$ cat src/rtl/alu_pkg.sv
// Shared ALU opcode encodings and request bundle.
// Used by the ALU and by the arbiter front end.
package alu_pkg;

  localparam logic [3:0] ALU_ADD  = 4'b0000;
  localparam logic [3:0] ALU_SUB  = 4'b1000;
  localparam logic [3:0] ALU_SLL  = 4'b0001;
  localparam logic [3:0] ALU_SLT  = 4'b0010;
  localparam logic [3:0] ALU_SLTU = 4'b0011;
  localparam logic [3:0] ALU_XOR  = 4'b0100;
  localparam logic [3:0] ALU_SRL  = 4'b0101;
  localparam logic [3:0] ALU_SRA  = 4'b1101;
  localparam logic [3:0] ALU_OR   = 4'b0110;
  localparam logic [3:0] ALU_AND  = 4'b0111;

  typedef struct packed {
    logic [3:0]  opc;
    logic        sel_pc;
    logic [31:0] pc;
    logic [31:0] reg1;
    logic [31:0] src2;
  } alu_req_t;

endpackage

$ cat src/rtl/alu_arbiter_if.sv
// Requester, ALU-drive and response signals of alu_arbiter.
// slave = arbiter side, master = requester/consumer side.
interface alu_arbiter_if;

  logic        r0_valid;
  logic        r0_ready;
  logic [3:0]  r0_opc;
  logic        r0_sel_pc;
  logic [31:0] r0_pc;
  logic [31:0] r0_reg1;
  logic [31:0] r0_src2;

  logic        r1_valid;
  logic        r1_ready;
  logic [3:0]  r1_opc;
  logic        r1_sel_pc;
  logic [31:0] r1_pc;
  logic [31:0] r1_reg1;
  logic [31:0] r1_src2;

  logic [3:0]  exe_alu_opc_r;
  logic        exe_sel_pc_r;
  logic [31:0] exe_pc_r;
  logic [31:0] exe_reg1_r;
  logic [31:0] exe_src2_r;
  logic [31:0] alu_result;

  logic        rsp_valid;
  logic        rsp_ready;
  logic        rsp_id;
  logic [31:0] rsp_data;

  modport slave (
    input  r0_valid, r0_opc, r0_sel_pc,
    input  r0_pc, r0_reg1, r0_src2,
    output r0_ready,
    input  r1_valid, r1_opc, r1_sel_pc,
    input  r1_pc, r1_reg1, r1_src2,
    output r1_ready,
    output exe_alu_opc_r, exe_sel_pc_r,
    output exe_pc_r, exe_reg1_r, exe_src2_r,
    input  alu_result,
    output rsp_valid, rsp_id, rsp_data,
    input  rsp_ready
  );

  modport master (
    output r0_valid, r0_opc, r0_sel_pc,
    output r0_pc, r0_reg1, r0_src2,
    input  r0_ready,
    output r1_valid, r1_opc, r1_sel_pc,
    output r1_pc, r1_reg1, r1_src2,
    input  r1_ready,
    input  exe_alu_opc_r, exe_sel_pc_r,
    input  exe_pc_r, exe_reg1_r, exe_src2_r,
    output alu_result,
    input  rsp_valid, rsp_id, rsp_data,
    output rsp_ready
  );

endinterface

$ cat src/rtl/rr_arbiter2.sv
// Two-way arbiter, round-robin or fixed priority (0 wins).
// Pointer remembers the last accepted requester.
module rr_arbiter2 #(
  parameter int RR_EN = 1
) (
  input  logic       clk,
  input  logic       reset,
  input  logic [1:0] i_valid,
  input  logic       i_free,
  output logic [1:0] o_ready
);

  logic       r_last;
  logic [1:0] w_grant;

  // pick a winner among the valid requesters
  always_comb begin
    w_grant = 2'b00;
    unique case (1'b1)
      (i_valid[0] & i_valid[1]):
        w_grant = (RR_EN != 0 && !r_last) ? 2'b10 : 2'b01;
      (i_valid[0] & !i_valid[1]):
        w_grant = 2'b01;
      (!i_valid[0] & i_valid[1]):
        w_grant = 2'b10;
      default:
        w_grant = 2'b00;
    endcase
  end

  assign o_ready = w_grant & i_valid & {2{i_free}};

  // pointer moves only on an accepted transfer; reset favours 0
  always_ff @(posedge clk or posedge reset) begin
    if (reset) begin
      r_last <= 1'b1;
    end else if (|o_ready) begin
      r_last <= o_ready[1];
    end
  end

endmodule

$ cat src/rtl/alu_arbiter.sv
// Two-requester ALU front end: arbitrate, issue, register result.
// Issue stage drives the external ALU; response stage holds its output.
module alu_arbiter
  import alu_pkg::*;
#(
  parameter int RR_EN = 1
) (
  input  logic          clk,
  input  logic          reset,
  alu_arbiter_if.slave  bus
);

  logic        w_adv;
  logic        w_free;
  logic        w_acc;
  logic [1:0]  w_valid;
  logic [1:0]  w_ready;
  alu_req_t    w_req0;
  alu_req_t    w_req1;
  alu_req_t    w_win;

  logic        r_issue_v;
  logic        r_issue_id;
  alu_req_t    r_exe;
  logic        r_rsp_v;
  logic        r_rsp_id;
  logic [31:0] r_rsp_data;

  assign w_adv   = !r_rsp_v | bus.rsp_ready;
  assign w_free  = !r_issue_v | w_adv;
  assign w_valid = {bus.r1_valid, bus.r0_valid};
  assign w_acc   = |w_ready;

  assign w_req0 = '{opc: bus.r0_opc, sel_pc: bus.r0_sel_pc,
                    pc: bus.r0_pc, reg1: bus.r0_reg1,
                    src2: bus.r0_src2};
  assign w_req1 = '{opc: bus.r1_opc, sel_pc: bus.r1_sel_pc,
                    pc: bus.r1_pc, reg1: bus.r1_reg1,
                    src2: bus.r1_src2};
  assign w_win  = w_ready[1] ? w_req1 : w_req0;

  rr_arbiter2 #(
    .RR_EN (RR_EN)
  ) u_arb (
    .clk     (clk),
    .reset   (reset),
    .i_valid (w_valid),
    .i_free  (w_free),
    .o_ready (w_ready)
  );

  // issue stage: load the winner, drain when it moves on
  always_ff @(posedge clk or posedge reset) begin
    if (reset) begin
      r_issue_v  <= 1'b0;
      r_issue_id <= 1'b0;
      r_exe      <= '{opc: ALU_ADD, sel_pc: 1'b0,
                      pc: '0, reg1: '0, src2: '0};
    end else if (w_acc) begin
      r_issue_v  <= 1'b1;
      r_issue_id <= w_ready[1];
      r_exe      <= w_win;
    end else if (w_adv) begin
      r_issue_v  <= 1'b0;
    end
  end

  // response stage: capture ALU output, clear when consumed
  always_ff @(posedge clk or posedge reset) begin
    if (reset) begin
      r_rsp_v    <= 1'b0;
      r_rsp_id   <= 1'b0;
      r_rsp_data <= '0;
    end else if (r_issue_v & w_adv) begin
      r_rsp_v    <= 1'b1;
      r_rsp_id   <= r_issue_id;
      r_rsp_data <= bus.alu_result;
    end else if (bus.rsp_ready) begin
      r_rsp_v    <= 1'b0;
    end
  end

  assign bus.r0_ready      = w_ready[0];
  assign bus.r1_ready      = w_ready[1];
  assign bus.exe_alu_opc_r = r_exe.opc;
  assign bus.exe_sel_pc_r  = r_exe.sel_pc;
  assign bus.exe_pc_r      = r_exe.pc;
  assign bus.exe_reg1_r    = r_exe.reg1;
  assign bus.exe_src2_r    = r_exe.src2;
  assign bus.rsp_valid     = r_rsp_v;
  assign bus.rsp_id        = r_rsp_id;
  assign bus.rsp_data      = r_rsp_data;

endmodule

$ cat src/flat_wrapper.sv
// flat-port wrapper written by rule: the top's interface ports become plain ports
module alu_arbiter_flat import alu_pkg::*;
#(
  parameter int RR_EN = 1
)
  (clk, reset, bus_r0_valid, bus_r0_opc, bus_r0_sel_pc, bus_r0_pc, bus_r0_reg1, bus_r0_src2, bus_r0_ready, bus_r1_valid, bus_r1_opc, bus_r1_sel_pc, bus_r1_pc, bus_r1_reg1, bus_r1_src2, bus_r1_ready, bus_exe_alu_opc_r, bus_exe_sel_pc_r, bus_exe_pc_r, bus_exe_reg1_r, bus_exe_src2_r, bus_alu_result, bus_rsp_valid, bus_rsp_id, bus_rsp_data, bus_rsp_ready);
  alu_arbiter_if bus_i ();
  input  logic clk;
  input  logic reset;
  input wire logic [$bits(bus_i.r0_valid)-1:0] bus_r0_valid;
  input wire logic [$bits(bus_i.r0_opc)-1:0] bus_r0_opc;
  input wire logic [$bits(bus_i.r0_sel_pc)-1:0] bus_r0_sel_pc;
  input wire logic [$bits(bus_i.r0_pc)-1:0] bus_r0_pc;
  input wire logic [$bits(bus_i.r0_reg1)-1:0] bus_r0_reg1;
  input wire logic [$bits(bus_i.r0_src2)-1:0] bus_r0_src2;
  output wire logic [$bits(bus_i.r0_ready)-1:0] bus_r0_ready;
  input wire logic [$bits(bus_i.r1_valid)-1:0] bus_r1_valid;
  input wire logic [$bits(bus_i.r1_opc)-1:0] bus_r1_opc;
  input wire logic [$bits(bus_i.r1_sel_pc)-1:0] bus_r1_sel_pc;
  input wire logic [$bits(bus_i.r1_pc)-1:0] bus_r1_pc;
  input wire logic [$bits(bus_i.r1_reg1)-1:0] bus_r1_reg1;
  input wire logic [$bits(bus_i.r1_src2)-1:0] bus_r1_src2;
  output wire logic [$bits(bus_i.r1_ready)-1:0] bus_r1_ready;
  output wire logic [$bits(bus_i.exe_alu_opc_r)-1:0] bus_exe_alu_opc_r;
  output wire logic [$bits(bus_i.exe_sel_pc_r)-1:0] bus_exe_sel_pc_r;
  output wire logic [$bits(bus_i.exe_pc_r)-1:0] bus_exe_pc_r;
  output wire logic [$bits(bus_i.exe_reg1_r)-1:0] bus_exe_reg1_r;
  output wire logic [$bits(bus_i.exe_src2_r)-1:0] bus_exe_src2_r;
  input wire logic [$bits(bus_i.alu_result)-1:0] bus_alu_result;
  output wire logic [$bits(bus_i.rsp_valid)-1:0] bus_rsp_valid;
  output wire logic [$bits(bus_i.rsp_id)-1:0] bus_rsp_id;
  output wire logic [$bits(bus_i.rsp_data)-1:0] bus_rsp_data;
  input wire logic [$bits(bus_i.rsp_ready)-1:0] bus_rsp_ready;
  assign bus_i.r0_valid = bus_r0_valid;
  assign bus_i.r0_opc = bus_r0_opc;
  assign bus_i.r0_sel_pc = bus_r0_sel_pc;
  assign bus_i.r0_pc = bus_r0_pc;
  assign bus_i.r0_reg1 = bus_r0_reg1;
  assign bus_i.r0_src2 = bus_r0_src2;
  assign bus_r0_ready = bus_i.r0_ready;
  assign bus_i.r1_valid = bus_r1_valid;
  assign bus_i.r1_opc = bus_r1_opc;
  assign bus_i.r1_sel_pc = bus_r1_sel_pc;
  assign bus_i.r1_pc = bus_r1_pc;
  assign bus_i.r1_reg1 = bus_r1_reg1;
  assign bus_i.r1_src2 = bus_r1_src2;
  assign bus_r1_ready = bus_i.r1_ready;
  assign bus_exe_alu_opc_r = bus_i.exe_alu_opc_r;
  assign bus_exe_sel_pc_r = bus_i.exe_sel_pc_r;
  assign bus_exe_pc_r = bus_i.exe_pc_r;
  assign bus_exe_reg1_r = bus_i.exe_reg1_r;
  assign bus_exe_src2_r = bus_i.exe_src2_r;
  assign bus_i.alu_result = bus_alu_result;
  assign bus_rsp_valid = bus_i.rsp_valid;
  assign bus_rsp_id = bus_i.rsp_id;
  assign bus_rsp_data = bus_i.rsp_data;
  assign bus_i.rsp_ready = bus_rsp_ready;
  alu_arbiter #(.RR_EN(RR_EN)) u_core (.clk(clk), .reset(reset), .bus(bus_i));
endmodule
$ cat config.mk
export PLATFORM = sky130hd
export DESIGN_NAME = alu_arbiter_flat
export DESIGN_NICKNAME = d
export VERILOG_FILES = /design/src/rtl/alu_pkg.sv /design/src/rtl/alu_arbiter_if.sv /design/src/rtl/rr_arbiter2.sv /design/src/rtl/alu_arbiter.sv /design/src/flat_wrapper.sv
export SDC_FILE = /design/constraint.sdc
export NUM_CORES = 1
export LEC_CHECK = 0
export ABC_AREA = 1
export ABC_CLOCK_PERIOD_IN_PS = 5200
export BUFFER_PORTS_ARGS = -buffer_cell sky130_fd_sc_hd__buf_2
export CAP_MARGIN = 25
export CORE_AREA = 4 4 145 147
export CTS_CLUSTER_SIZE = 12
export DETAILED_ROUTE_END_ITERATION = 8
export DIE_AREA = 0 0 149 151
export GPL_ROUTABILITY_DRIVEN = 0
export PLACE_DENSITY = 0.65
export REMOVE_ABC_BUFFERS = 1
export SLEW_MARGIN = 0
export SYNTH_ARGS = -nofsm -noshare
export SYNTH_HDL_FRONTEND = slang
export SYNTH_SLANG_ARGS = --single-unit
$ cat constraint.sdc
create_clock -name clk -period 5.2 [get_ports clk]
set_input_delay 0.52 -clock clk [delete_from_list [all_inputs] [get_ports clk]]
set_output_delay 0.52 -clock clk [all_outputs]
set_load 0.02 [all_outputs]
# After elaboration in Yosys (flattened, before gate mapping)

Index checks and enable logic that the tools add are counted.

Multiplexer cells: 7
Bitwise logic cells: 8
Reduce and logical (&&, ||, !) cells: 7

Operator list:

| operator                        | number |
|---|---|
| 2-to-1 mux 101 bit              | 1 |
| case mux 2 bit (3 select lines) | 1 |
| bitwise AND 1 bit               | 4 |
| bitwise AND 2 bit               | 2 |
| logical NOT 1 bit               | 4 |
| 2-to-1 mux 1 bit                | 4 |
| nonzero test 2 bit              | 2 |
| 2-to-1 mux 2 bit                | 1 |
| OR 1 bit                        | 2 |
| OR reduction 2 bit              | 1 |

Register bits after elaboration: 138
Input bits: 239
Output and inout bits: 137

# Longest topological paths before layout

Depth after elaboration: 7
Gate-level depth with buffers: 9
Depth with buffers taken out: 7

# Hierarchy

A second synthesis with hierarchy kept.

Cells, all modules: 714
Area, all modules: 5993.2 um^2

Modules (own cells, without submodules):

| module      | times used | cells each | area each (um^2) | sequential area each (um^2) |
|---|---|---|---|---|
| alu_arbiter | 1          | 705        | 5934.4           | 3428.3 |
| rr_arbiter2 | 1          | 9          | 58.8             | 26.3 |

# Worst setup path before layout

No wires, ideal clock.

Path type: input to output
Start point: input bus_r1_valid
End point: output bus_r1_ready
Arrival: 1.307 ns
Data required time: 4.680 ns
Path slack: 3.373 ns
Stages on the path: 6
Cell sequence: inv_1 a21oi_2 nand2_4 buf_2 buf_2 inv_1

Cells in the longest elaborated chain, start to end: 5

Ends and longest elaborated chain:

| element                             | RTL line           | source |
|---|---|---|
| from (decl)                         | flat_wrapper.sv:17 | `input wire logic [$bits(bus_i.r1_valid)-1:0] bus_r1_valid;` |
| logical NOT 1 bit                   | rr_arbiter2.sv:22  | `(i_valid[0] & !i_valid[1]):` |
| bitwise AND 1 bit                   | rr_arbiter2.sv:22  |  |
| case mux 2 bit (3 select lines)     | rr_arbiter2.sv:19  | `unique case (1'b1)` |
| bitwise AND 2 bit (*) (2 in series) | rr_arbiter2.sv:31  | `assign o_ready = w_grant & i_valid & {2{i_free}};` |
| to (decl)                           | flat_wrapper.sv:23 | `output wire logic [$bits(bus_i.r1_ready)-1:0] bus_r1_ready;` |

Every way passes the cells marked *; elsewhere a longest branch is shown, timed or not.

# Worst setup path in the final report

Start point: register u_core.r_issue_v
End point: output bus_r0_ready

Cells in the longest elaborated chain, start to end: 3

Ends and longest elaborated chain:

| element                | RTL line           | source |
|---|---|---|
| from (decl)            | alu_arbiter.sv:22  | `logic r_issue_v;` |
| from (signal assigned) | alu_arbiter.sv:55  | `r_issue_v <= 1'b0;` |
| from (signal assigned) | alu_arbiter.sv:60  | `r_issue_v <= 1'b1;` |
| from (signal assigned) | alu_arbiter.sv:64  | `r_issue_v <= 1'b0;` |
| logical NOT 1 bit      | alu_arbiter.sv:30  | `assign w_free = !r_issue_v \| w_adv;` |
| OR 1 bit               | alu_arbiter.sv:30  |  |
| bitwise AND 2 bit      | rr_arbiter2.sv:31  |  |
| to (decl)              | flat_wrapper.sv:16 | `output wire logic [$bits(bus_i.r0_ready)-1:0] bus_r0_ready;` |

Every way passes these cells.

==> results.toml <==
[floorplanning]
die-area_um2 = 22500
die_w_um = 149
core_um2 = 19910
fp.dieH_um = 151
start_util_pct = 34.84
pin_count = 376
rows = 52

[pwr]
p_per_area_nw_per_um2 = 481.5
power.leakage_nw = 5.675
ir_worst_vdd_mv = 0.1884

[layout]
seq_area_um2 = 3455
layout-drive-gt1-share_pct = 33.07
finalInstanceArea_um2 = 9488
final_nets = 1503
finalNonFillerCells = 1546
num_antenna_cells = 0
multiInputGateArea_um2 = 3045
fillers = 2028
final_cell_mix = "nand2_1, buf_2, nand3_1"
final_common_cell = "nand2_1"
syn_to_final_growth_pct = 36.80

[run]
max_cap_violations = 0

[sta]
fin_ws_ns = 2.155
finalSetupViolCount = 0
grt_setup_unrepaired = "false"
fin_worst_skew_ns = 0.01360
slew_violations = 0
hold_slack_ns = 0.3160
period_share_pct = 58.56
hold_viol = 0
finalCriticalPeriod_ns = 3.045
relSlewSlack_pct = 31.88
worstMarginPinSlew_ns = 1.022
max_clock_freq_mhz = 328.4

[critical_path]
path_max_fanout = 55
cp.required_ns = 4.68
start_kind = "register"
worst_setup_path_end_kind = "primary output"
crit_type = "reg2out"
cp.arrival_ns = 2.52
rr_worst_depth = 8

[clock_tree]
ctsHtreeMaxLevel = 4
cts_setup_buffers = 0
clock_latency_ns = 0.41
cts_tree = "done"
cts_buffers = 17
path_clk_slew_ns = 0.06
cts_root_buf = "clkbuf_16"
clockBufferDepth = 2
cts_hold_buf = 0
cts.sinks = 138
cts_resized = 0

[grt]
grt_pass1_vias = 6780
grt_max_degree = 103
antenna_found_initial = 0
grt_pass1_wl_um = 35220
grt-ovfl-total = 0
track_usage_pct = 19.69

[yosys]
yosysWarnings = 0
yosys_register_bits = 138
postSynthCellCount = 936
synth_xor_area_share_pct = 0
mappedNetlistArea_um2 = 6935
ys_types = 15
synthMuxAreaShare_pct = 0
avgSynthCellArea_um2 = 7.410
synthSimpleGateAreaFrac_pct = 43.19
synth_fa_ha_area_share_pct = 0
synth_compound_area_share_pct = 0.2706
synth_top_family_by_area = "simple AND/OR/NAND/NOR gates"
seq_area_frac_synth_pct = 49.81

[route]
drc_errors = 0
wl_per_cell_um = 15.03
drt-initial-drc-count = 410
vias = 7314
wirelength_um = 23230
final_antenna_net_count = 0
dr.pass1.iters = 5
vias_per_cell = 4.731

[place]
place_ws_ns = 2.410
dp_hpwl_um = 16270
port_buffers = 375
dp.cells = 1515
place_area_um2 = 8861

[hold_path]
hp-class = "in2async"

[run_status]
status = "complete, no violations"
## through the flow
stage	total power [mW]	TNS [ns]	util (%)
after floorplan	2.611	-132.46	-
after global placement	3.278	0	44.16
after detailed placement	3.324	0	44.51
after CTS	4.636	0	47.66
after global routing	4.869	0	47.66
final	4.568	0	47.66
## sequential cells by signal (all words and copies together) (netlist names), 4 cells and up
signal and cells:
u_core.bus.rsp_data 32, u_core.bus.exe_reg1_r 32, u_core.bus.exe_alu_opc_r 4, u_core.bus.exe_pc_r 32, u_core.bus.exe_src2_r 32
## layer usage
layer,part of all wire [%],vias to the layer above,GRT usage [%]
li1,-,3652,-
met1,40,3344,23.59
met2,50,294,34.46
met3,8.1,24,5.416
met4,1.7,0,6.270
met5,0,-,0
## worst max-delay path, cell delays in order (launching register included)
cell	delay, ns
dfrtp_1	0.32
buf_4	0.36
nand3_4	0.39
nand2_4	0.64
nor2_1	0.13
buf_2	0.22
## cell type report
class	instances	area share, %
flip-flops and latches	138	36.41
multi-input cells	717	32.10
repair buffers	385	21.07
clock buffers	20	4.813
well taps	270	3.561
clock inverters	11	1.793
inverters	5	0.2506
## Yosys cell counts
master / number / share of area [%]
nand3_1: 235 / 17
o21ai_0: 2 / 0.14
buf_2: 37 / 2.7
a21oi_2: 1 / 0.13
nor2_1: 1 / 0.054
buf_1: 1 / 0.054
nand3_4: 1 / 0.25
dfstp_2: 1 / 0.38
nand2_1: 476 / 26
dfrtp_1: 137 / 49
clkbuf_1: 17 / 0.92
inv_1: 5 / 0.27
buf_6: 10 / 1.6
nand2_4: 1 / 0.16
buf_4: 11 / 1.2
## kinds of logic after synthesis
family | after synthesis
simple gates | 714
flops | 138
compound gates | 3
buf+inv | 81
## power by group
group	total (mW)	switching, mW	internal, mW
logic	1.71	1.17	0.539
clock network	1.28	0.456	0.826
registers	1.57	0.174	1.40
total	4.57	1.80	2.77
## final timing paths
| check | to | slack (ns) | from |
|---|---|---|---|
| max | bus_r0_ready | 2.16 | u_core.r_issue_v |
| min | u_core.bus.rsp_id | 0.32 | reset |
| max reg2reg | u_core.bus.exe_alu_opc_r[2] | 2.46 | u_core.r_issue_v |
| min reg2reg | u_core.bus.rsp_data[17] | 0.47 | u_core.bus.rsp_data[17] |
| max in group asynchronous | u_core.u_arb.r_last | 3.79 | reset |
| min in group clk | u_core.bus.rsp_data[10] | 0.35 | bus_alu_result[10] |
(Power assumes the default switching activity.)
